File: config.mk
export PLATFORM = sky130hd
export DESIGN_NAME = baccarat_round_ctrl
export DESIGN_NICKNAME = d
export VERILOG_FILES = /design/src/rtl/baccarat_round_ctrl.sv
export SDC_FILE = /design/constraint.sdc
export NUM_CORES = 1
export LEC_CHECK = 0
export BUFFER_PORTS_ARGS = -buffer_cell sky130_fd_sc_hd__buf_4
export CAP_MARGIN = 10
export CORE_MARGIN = 5
export CORE_UTILIZATION = 51
export CTS_CLUSTER_SIZE = 16
export DETAILED_ROUTE_END_ITERATION = 10
export GPL_ROUTABILITY_DRIVEN = 0
export GPL_TIMING_DRIVEN = 1
export HOLD_SLACK_MARGIN = 0.05
export MAX_ROUTING_LAYER = met4
export PLACE_DENSITY_LB_ADDON = 0.15
export SYNTH_ARGS = -nofsm -noshare
export SYNTH_HDL_FRONTEND = slang
export SYNTH_SLANG_ARGS = --single-unit
File: constraint.sdc
create_clock -name slow_clock -period 4.4 [get_ports slow_clock]
set_input_delay 0.22 -clock slow_clock [delete_from_list [all_inputs] [get_ports slow_clock]]
set_output_delay 0.22 -clock slow_clock [all_outputs]
set_load 0.005 [all_outputs]
File: src/rtl/baccarat_round_ctrl.sv
// Baccarat round controller: deals one full round from an external card
// shoe, applies the third-card rules, registers the outcome and keeps
// saturating per-outcome tallies plus a wrapping round counter.
//
// Card handshake: card_ready is high exactly in the six deal states
// (P1, D1, P2, D2, P3, D3) and depends only on the current state. A card
// transfers on any rising edge where card_valid and card_ready are both 1.
// A transferred code of 1..13 is latched into the current slot and the
// state advances. A transferred code of 0/14/15 is consumed without being
// latched, sets the sticky proto_err and leaves the state unchanged.
//
// Result timing: the outcome flags, done and the tallies are registered on
// the edge that ends the RESULT cycle, so they become visible together in
// the first HOLD cycle, where done is high for exactly that one cycle.
module baccarat_round_ctrl #(
  parameter int TALLY_W = 8,
  parameter int ROUND_W = 10
) (
  input  logic               slow_clock,
  input  logic               resetb,
  input  logic               start,
  input  logic               clear_tally,
  input  logic [3:0]         card_in,
  input  logic               card_valid,
  output logic               card_ready,
  output logic [3:0]         pcard1,
  output logic [3:0]         pcard2,
  output logic [3:0]         pcard3,
  output logic [3:0]         dcard1,
  output logic [3:0]         dcard2,
  output logic [3:0]         dcard3,
  output logic [3:0]         pscore,
  output logic [3:0]         dscore,
  output logic               player_win,
  output logic               dealer_win,
  output logic               tie,
  output logic               done,
  output logic               proto_err,
  output logic [TALLY_W-1:0] pwins,
  output logic [TALLY_W-1:0] dwins,
  output logic [TALLY_W-1:0] ties,
  output logic [ROUND_W-1:0] rounds,
  output logic [3:0]         state_dbg
);

  typedef enum logic [3:0] {
    S_IDLE   = 4'd0,
    S_P1     = 4'd1,
    S_D1     = 4'd2,
    S_P2     = 4'd3,
    S_D2     = 4'd4,
    S_CHK    = 4'd5,
    S_P3     = 4'd6,
    S_BCHK   = 4'd7,
    S_D3     = 4'd8,
    S_RESULT = 4'd9,
    S_HOLD   = 4'd10
  } state_t;

  localparam logic [TALLY_W-1:0] TALLY_MAX = '1;

  state_t     state;
  state_t     state_nx;
  logic       code_ok;
  logic       xfer;
  logic       take_card;
  logic       bad_card;
  logic       round_start;
  logic       natural;
  logic       banker_draw;
  logic [3:0] p3_val;

  // Baccarat value of a card code: 1..9 face value, tens and faces count 0.
  function automatic logic [3:0] card_val(input logic [3:0] code);
    card_val = (code >= 4'd1 && code <= 4'd9) ? code : 4'd0;
  endfunction

  // Hand value mod 10; the raw sum of three cards never exceeds 27.
  function automatic logic [3:0] hand_score(input logic [3:0] a,
                                            input logic [3:0] b,
                                            input logic [3:0] c);
    logic [4:0] sum;
    sum = {1'b0, card_val(a)} + {1'b0, card_val(b)} + {1'b0, card_val(c)};
    if (sum >= 5'd20) begin
      sum = sum - 5'd20;
    end else if (sum >= 5'd10) begin
      sum = sum - 5'd10;
    end
    hand_score = sum[3:0];
  endfunction

  // Scores are live views of the card registers; empty slots count 0.
  assign pscore = hand_score(pcard1, pcard2, pcard3);
  assign dscore = hand_score(dcard1, dcard2, dcard3);

  // Handshake qualifiers shared by the FSM and the datapath.
  assign card_ready  = (state == S_P1) || (state == S_D1) || (state == S_P2) ||
                       (state == S_D2) || (state == S_P3) || (state == S_D3);
  assign code_ok     = (card_in >= 4'd1) && (card_in <= 4'd13);
  assign xfer        = card_valid && card_ready;
  assign take_card   = xfer && code_ok;
  assign bad_card    = xfer && !code_ok;
  assign round_start = ((state == S_IDLE) || (state == S_HOLD)) && start;
  assign natural     = (pscore >= 4'd8) || (dscore >= 4'd8);
  assign state_dbg   = state;

  // Banker third-card decision, based on the player's third card if any.
  always_comb begin
    p3_val      = card_val(pcard3);
    banker_draw = 1'b0;
    if (pcard3 == 4'd0) begin
      banker_draw = (dscore <= 4'd5);
    end else begin
      case (dscore)
        4'd0, 4'd1, 4'd2: banker_draw = 1'b1;
        4'd3:             banker_draw = (p3_val != 4'd8);
        4'd4:             banker_draw = (p3_val >= 4'd2) && (p3_val <= 4'd7);
        4'd5:             banker_draw = (p3_val >= 4'd4) && (p3_val <= 4'd7);
        4'd6:             banker_draw = (p3_val >= 4'd6) && (p3_val <= 4'd7);
        default:          banker_draw = 1'b0;
      endcase
    end
  end

  // Next-state logic for the deal sequence and decision points.
  always_comb begin
    state_nx = state;
    case (state)
      S_IDLE, S_HOLD: begin
        if (start) state_nx = S_P1;
      end
      S_P1: if (take_card) state_nx = S_D1;
      S_D1: if (take_card) state_nx = S_P2;
      S_P2: if (take_card) state_nx = S_D2;
      S_D2: if (take_card) state_nx = S_CHK;
      S_CHK: begin
        if (natural) begin
          state_nx = S_RESULT;
        end else if (pscore <= 4'd5) begin
          state_nx = S_P3;
        end else begin
          state_nx = S_BCHK;
        end
      end
      S_P3: if (take_card) state_nx = S_BCHK;
      S_BCHK: begin
        state_nx = banker_draw ? S_D3 : S_RESULT;
      end
      S_D3: if (take_card) state_nx = S_RESULT;
      S_RESULT: state_nx = S_HOLD;
      default: state_nx = S_IDLE;
    endcase
  end

  // State register.
  always_ff @(posedge slow_clock or negedge resetb) begin
    if (!resetb) begin
      state <= S_IDLE;
    end else begin
      state <= state_nx;
    end
  end

  // Card slots: cleared when a round begins, filled one per accepted card.
  always_ff @(posedge slow_clock or negedge resetb) begin
    if (!resetb) begin
      pcard1 <= 4'd0;
      pcard2 <= 4'd0;
      pcard3 <= 4'd0;
      dcard1 <= 4'd0;
      dcard2 <= 4'd0;
      dcard3 <= 4'd0;
    end else if (round_start) begin
      pcard1 <= 4'd0;
      pcard2 <= 4'd0;
      pcard3 <= 4'd0;
      dcard1 <= 4'd0;
      dcard2 <= 4'd0;
      dcard3 <= 4'd0;
    end else if (take_card) begin
      case (state)
        S_P1:    pcard1 <= card_in;
        S_D1:    dcard1 <= card_in;
        S_P2:    pcard2 <= card_in;
        S_D2:    dcard2 <= card_in;
        S_P3:    pcard3 <= card_in;
        S_D3:    dcard3 <= card_in;
        default: ;
      endcase
    end
  end

  // Outcome flags and the one-cycle done pulse, registered at end of RESULT.
  always_ff @(posedge slow_clock or negedge resetb) begin
    if (!resetb) begin
      player_win <= 1'b0;
      dealer_win <= 1'b0;
      tie        <= 1'b0;
      done       <= 1'b0;
    end else begin
      done <= (state == S_RESULT);
      if (round_start) begin
        player_win <= 1'b0;
        dealer_win <= 1'b0;
        tie        <= 1'b0;
      end else if (state == S_RESULT) begin
        player_win <= (pscore > dscore);
        dealer_win <= (dscore > pscore);
        tie        <= (pscore == dscore);
      end
    end
  end

  // Sticky protocol error: any consumed code outside 1..13.
  always_ff @(posedge slow_clock or negedge resetb) begin
    if (!resetb) begin
      proto_err <= 1'b0;
    end else if (bad_card) begin
      proto_err <= 1'b1;
    end
  end

  // Tallies saturate, round count wraps; a clear beats a same-cycle update.
  always_ff @(posedge slow_clock or negedge resetb) begin
    if (!resetb) begin
      pwins  <= '0;
      dwins  <= '0;
      ties   <= '0;
      rounds <= '0;
    end else if (clear_tally) begin
      pwins  <= '0;
      dwins  <= '0;
      ties   <= '0;
      rounds <= '0;
    end else if (state == S_RESULT) begin
      if (pscore > dscore) begin
        if (pwins != TALLY_MAX) pwins <= pwins + 1'b1;
      end else if (dscore > pscore) begin
        if (dwins != TALLY_MAX) dwins <= dwins + 1'b1;
      end else begin
        if (ties != TALLY_MAX) ties <= ties + 1'b1;
      end
      rounds <= rounds + 1'b1;
    end
  end

endmodule

Word-level counts from Yosys, hierarchy flattened

Cells that the tools add are included.

Register bits after elaboration: 67
Output and inout bits: 76

$add $sub $neg: 12
Order comparisons: 28
Equality and inequality tests: 30
Muxes and demuxes: 63
Reduce and logical (&&, ||, !) cells: 51

Operators with widths:

| operator                                                                            | number |
|---|---|
| 4-bit 2-to-1 mux                                                                    | 36 |
| 8-bit 2-to-1 mux                                                                    | 14 |
| 4-bit one-hot mux with 10 select lines                                              | 1 |
| 4-bit by 3-bit equality test with 1-bit output, second input constant               | 7 |
| 4-bit by 1-bit greater-or-equal comparator with 1-bit output, second input constant | 7 |
| 4-bit <= comparator, second input constant                                          | 7 |
| 2-bit nonzero test                                                                  | 14 |
| 8-bit by 1-bit adder with 8-bit output, second input constant                       | 3 |
| 8-bit != test, second input constant                                                | 3 |
| 10-bit 2-to-1 mux                                                                   | 2 |
| 2-bit != test, second input constant                                                | 9 |
| 4-bit by 2-bit equality test with 1-bit output, second input constant               | 4 |
| 1-bit logical AND                                                                   | 14 |
| 4-bit equality test, second input constant                                          | 3 |
| 4-bit by 3-bit <= comparator with 1-bit output, second input constant               | 3 |
| 4-bit zero test                                                                     | 3 |
| 2-bit AND reduction                                                                 | 6 |
| 10-bit by 1-bit adder with 10-bit output, second input constant                     | 1 |
| 4-bit by 4-bit adder with 5-bit output                                              | 2 |
| 5-bit by 4-bit adder with 5-bit output                                              | 2 |
| 5-bit by 4-bit greater-or-equal comparator with 1-bit output, second input constant | 2 |
| 5-bit greater-or-equal comparator, second input constant                            | 2 |
| 1-bit 2-to-1 mux                                                                    | 9 |
| 4-bit by 1-bit equality test with 1-bit output, second input constant               | 2 |
| other kinds (16)                                                                    | 28 |

Logic depth before layout (Yosys ltp)

Depth in word-level cells: 14
Mapped depth: 21
Mapped depth without buffers: 20

Worst setup path after synthesis

No wires, ideal clock.

Path type: register to register
Start: register pcard3[1]
End: register ties[4]
Arrival time: 4423 ps
Required time: 4272 ps
Setup slack: -151 ps
Cell stages (with the launch flop): 22
Cells stage by stage: dfrtp_1 > o21ai_0 > and2_1 > fa_1 > ha_1 > fa_1 > xor2_2 > inv_2 > ha_1 > nor3b_1 > or3_1 > a31oi_1 > a21o_1 > o21ai_0 > inv_1 > ha_1 > nand2_1 > a21oi_1 > o21ai_1 > buf_2 > nor4_1 > mux2_1

Longest elaborated chain between the ends: 10

Ends and longest elaborated chain:

| element                                                                                             | line     | source |
|---|---|---|
| from (decl)                                                                                         | 28       | `output logic [3:0] pcard3,` |
| from (signal assigned)                                                                              | 186      | `S_P3: pcard3 <= card_in;` |
| 4-bit by 1-bit greater-or-equal comparator with 1-bit output or 4-bit <= comparator (tied branches) | 75       | `card_val = (code >= 4'd1 && code <= 4'd9) ? code : 4'd0;` |
| 1-bit logical AND                                                                                   | 75       |  |
| 4-bit 2-to-1 mux (*)                                                                                | 75       |  |
| 5-bit by 4-bit adder with 5-bit output (*)                                                          | 83       | `sum = {1'b0, card_val(a)} + {1'b0, card_val(b)} + {1'b0, card_val(c)};` |
| 4-bit subtractor or 5-bit by 4-bit greater-or-equal comparator with 1-bit output (tied branches)    | 87, 86   |  |
| 4-bit 2-to-1 mux                                                                                    | 86       | `end else if (sum >= 5'd10) begin` |
| 4-bit 2-to-1 mux (*)                                                                                | 84       | `if (sum >= 5'd20) begin` |
| named net pscore[2]                                                                                 | 32       | `output logic [3:0] pscore,` |
| 4-bit greater-than comparator (on tied branches)                                                    | 238, 236 |  |
| 2-bit != test (no source line)                                                                      | --       |  |
| 4-bit AND reduction (no source line) (*)                                                            | --       |  |
| to (signal assigned)                                                                                | 241      | `if (ties != TALLY_MAX) ties <= ties + 1'b1;` |
| to (decl)                                                                                           | 41       | `output logic [TALLY_W-1:0] ties,` |

Mark *: on every way through the listed nets, which the timed path passes. The rest lies on a longest branch.
A chain may end at the register's enable or synchronous reset.

Worst setup path after layout

Start: register pcard3[2]
End: register dwins[7]

Longest elaborated chain between the ends: 10

Ends and longest elaborated chain:

| element                                                                                             | line     | source |
|---|---|---|
| 4-bit by 1-bit greater-or-equal comparator with 1-bit output or 4-bit <= comparator (tied branches) | 75       |  |
| 1-bit logical AND                                                                                   | 75       |  |
| 4-bit 2-to-1 mux (*)                                                                                | 75       |  |
| 5-bit by 4-bit adder with 5-bit output (*)                                                          | 83       |  |
| 4-bit subtractor or 5-bit by 4-bit greater-or-equal comparator with 1-bit output (tied branches)    | 87, 86   |  |
| 4-bit 2-to-1 mux                                                                                    | 86       |  |
| 4-bit 2-to-1 mux (*)                                                                                | 84       |  |
| 4-bit greater-than comparator (on tied branches)                                                    | 236, 238 |  |
| 2-bit != test (no source line) or 2-bit nonzero test (tied branches)                                | --       |  |
| 4-bit AND reduction (no source line) (*)                                                            | --       |  |
| to (signal assigned)                                                                                | 239      | `if (dwins != TALLY_MAX) dwins <= dwins + 1'b1;` |
| to (decl)                                                                                           | 40       | `output logic [TALLY_W-1:0] dwins,` |

Mark *: on every way between the ends. The rest lies on a longest branch, timed or not.

==> summary.txt <==
Finish
  • Layout cells sized above 1: 37.5%
  • Fill cells: 661
  • Nets@finish: 651
  • Commonest non-fill, non-tap cells in the layout: buf_4 (124), dfrtp_1 (66), nor2_1 (52)
  • Area grow syn2layout: 39.4%
  • Fin util: 72.5%
  • Area of the multi-input gates: 0.00309 mm^2
  • Ant. Diodes: 0
  • Sequential cell area: 0.00168 mm^2
  • Commonest non-fill, non-tap cell in the layout: buf_4

Synthesis
  • Post-synthesis sequential area ratio: 37.3%
  • Post-synth top area cell: dfrtp_1
  • Syn nets: 523
  • Post-synth EDFFs: 0
  • Cells after Synth: 485
  • Top cell type's share of synthesized area: 37.3%
  • Syn Std Cell Area: 0.00449 mm^2
  • Ranking of synthesized cells by area: dfrtp_1 (37%), mux2i_1 (5.6%), ha_1 (5.3%), fa_1 (4.5%), nor2_1 (4.3%)
  • Distinct cells, synth: 62
  • Asr flop ratio synth: 100%
  • Syn_area_per_cell: 9.26 um^2
  • Synth Flop Type: dfrtp_1
  • Synth Register Bits: 67
  • Syn. warnings: 0

Outcome
  • Outcome: finished, violations left
  • Failing checks: setup timing

Timing
  • Period Utilization, post-route: 102%
  • Worst slew margin: 40.6%
  • Final Critical Period: 4.47 ns
  • Worst Setup Slack, final: -0.0719 ns
  • Setup-failing EPs final: 12
  • Final Slew Violations: 0
  • Worst slew pin tran: 0.892 ns
  • Final Hold Viols: 0
  • RSZ-0062 raised after global routing: yes
  • Setup TNS: -0.575 ns
  • Final Skew: 0.0111 ns
  • Highest Clock Rate: 224 MHz

Global route
  • Largest net degree at the start of global routing: 68
  • GRT Resource Usage Total: 22.2%
  • Grt total ovfl: 0
  • First-pass GRT wire length: 19600 um
  • Vias in the first global route: 4049
  • Initial antenna violation count: 0

Worst setup path
  • CP Data Arrival Time: 4.74 ns
  • Setup crit end kind: register
  • Crit-path max FO: 8
  • Crit-path max cell delay: 0.47 ns
  • Crit Path Class: reg2reg
  • CP required: 4.67 ns
  • Slowest stage cell on the critical path: or4_4
  • Crit-path cells: buf_4 > nor3b_2 > fa_1 > ha_1 > xor2_2 > inv_2 > ha_2 > nor3b_4 > buf_4 > nor4_2 > a21oi_1 > mux2_4 > ha_4 > a21oi_4 > a21oi_4 > o21ai_4 > buf_8 > or4_4 > a21oi_1
  • R2R depth: 19
  • Startpoint types: register

Power
  • Pwr Total: 0.00588 W
  • Clock Power Share: 9.9%
  • Net Switching: 0.00280 W
  • Sequential Power Share: 15.4%
  • Combinational fraction of design power: 74.7%
  • Switching Share: 47.5%
  • Leakage: 2.95 nW
  • VDD IR max: 0.492 mV
  • Int Power: 0.00309 W
  • Pwr Density: 939 mW/mm^2

Clock network
  • Worst skew pair latency: 0.35 ns
  • Clk slew on worst S/H paths: 0.08 ns
  • TritonCTS clock tree: done
  • Num CTS Buffers: 9
  • Clk root buf: clkbuf_8
  • H-tree levels: 3
  • Clock Path Buffers: 2
  • CTS sink count: 67

Floorplanning
  • Initial Util: 52.0%
  • Die Span Y: 104 um
  • Num rows: 34
  • Area of the core: 0.00864 mm^2
  • Die ar.: 0.0108 mm^2
  • IO Count: 85
  • Chip width: 104 um

Min path
  • Hold Crit Depth: 3
  • Hold Path Class: in2reg

Drt
  • Routed WL per cell: 17.1 um
  • DR vias: 4245
  • Vias per cell: 5.85
  • Starting DRT DRC Count: 279
  • Routed Antenna Nets: 0
  • Drt drc: 0
  • Final WL: 12400 um
  • Pre-antenna DRT Iters: 5

Run
  • Max cap viols: 0

Placed design
  • Post-place setup slack: -0.148 ns
  • Hpwl dp: 8410 um
  • Port Buffers: 84
==> state kept, by name (all words and copies together), names as in the netlist, 8 cells and up <==
name / flops
rounds: 10
ties: 8
dwins: 8
pwins: 8
==> per-stage QoR <==
stage / hold WS (ns) / std cells / area (um^2)
2_1_floorplan: -0.0756 / 485 / 4550
3_3_place_gp: 0.386 / 695 / 5520
3_5_place_dp: 0.395 / 695 / 5520
4_1_cts: 0.122 / 721 / 5910
5_1_grt: 0.128 / 726 / 6260
6_report: 0.133 / 726 / 6260
==> per-layer routing <==
metal | part of all wire, % | track usage [%] | vias to the layer above
met1 | 42 | 27.7 | 2102
met4 | 1.9 | 6.38 | 0
met3 | 4.2 | 3.41 | 30
met2 | 52 | 37.4 | 125
li1 | - | - | 1988
met5 | 0 | - | -
==> layout make-up <==
class                      count  share of cell area (%)
tap                          108                    2.16
sequential                    67                    26.8
inverter                      20                    1.24
clock inverter                 7                    1.62
multi-input combinational    380                    49.3
timing repair buffer         135                    16.9
clock buffer                   9                    1.98
==> cell families (layout without fill, tap and decap cells) <==
family          count (synthesis)  after routing  synth area share (%)
xor+xnor                       15             15                  3.43
flops                          67             67                  37.3
buf+inv                        38            171                  3.29
compound gates                 91             91                  12.8
simple gates                  210            210                  25.4
mux                            34             34                  7.83
fa+ha+maj                      30             30                  9.97
==> worst max-delay path, delay by kind of cell (launching register included) <==
kind	cells	cell delay, ns
adder cells (fa/ha/maj)	4	1.31
AND/OR/NAND/NOR	4	1.07
AO/OA/AOI/OAI	5	0.59
buffers and inverters	4	0.52
flip-flops	1	0.40
multiplexers	1	0.30
XOR/XNOR	1	0.21
==> power by group through the flow <==
stage                     clock, W  sequential (W)  combinational [W]
after floorplan                  0        0.000849            0.00201
after global placement           0        0.000904            0.00318
after detailed placement         0        0.000911            0.00328
after CTS                 0.000596        0.000898            0.00359
after global routing      0.000623        0.000928            0.00472
final                     0.000584        0.000905            0.00439
==> timing repair <==
| action | in CTS | in global routing |
|---|---|---|
| cloned | 1 | 0 |
| buffers inserted | 8 | 5 |
| pin swaps | 6 | 19 |
| hold buffers | 1 | 0 |
| gates resized for setup | 22 | 70 |
| hold endpoints to repair | 67 | 0 |
| setup endpoints to repair | 20 | 24 |
==> final timing paths <==
path	endpoint	startpoint	slack, ns
min reg2reg	proto_err	proto_err	0.49
min in group asynchronous	dwins[1]	resetb	0.53
max in group asynchronous	pcard2[3]	resetb	3.21
max	dwins[7]	pcard3[2]	-0.07
min	proto_err	card_valid	0.13
max reg2reg	dwins[7]	pcard3[2]	-0.07
==> Yosys cell counts (all sizes together) (2+ instances only) <==
cell	instances
clkbuf	14
o32ai	2
nand4	4
o21ai	28
or4	8
o31ai	6
nor4	11
and3	7
and4	3
nor2	53
o211ai	3
fa	10
mux2i	25
nand2	35
mux2	9
buf	4
nor3	5
a211o	3
and3b	2
xnor2	5
inv	19
nor2b	19
o22ai	2
nand2b	15
nor3b	7
nand3	22
dfrtp	67
o21a	3
or3	7
and2	8
nor4b	3
ha	19
xor2	10
a21o	4
a31oi	4
a211oi	2
a21oi	26
Note: power is estimated with default switching activity, not from simulation.
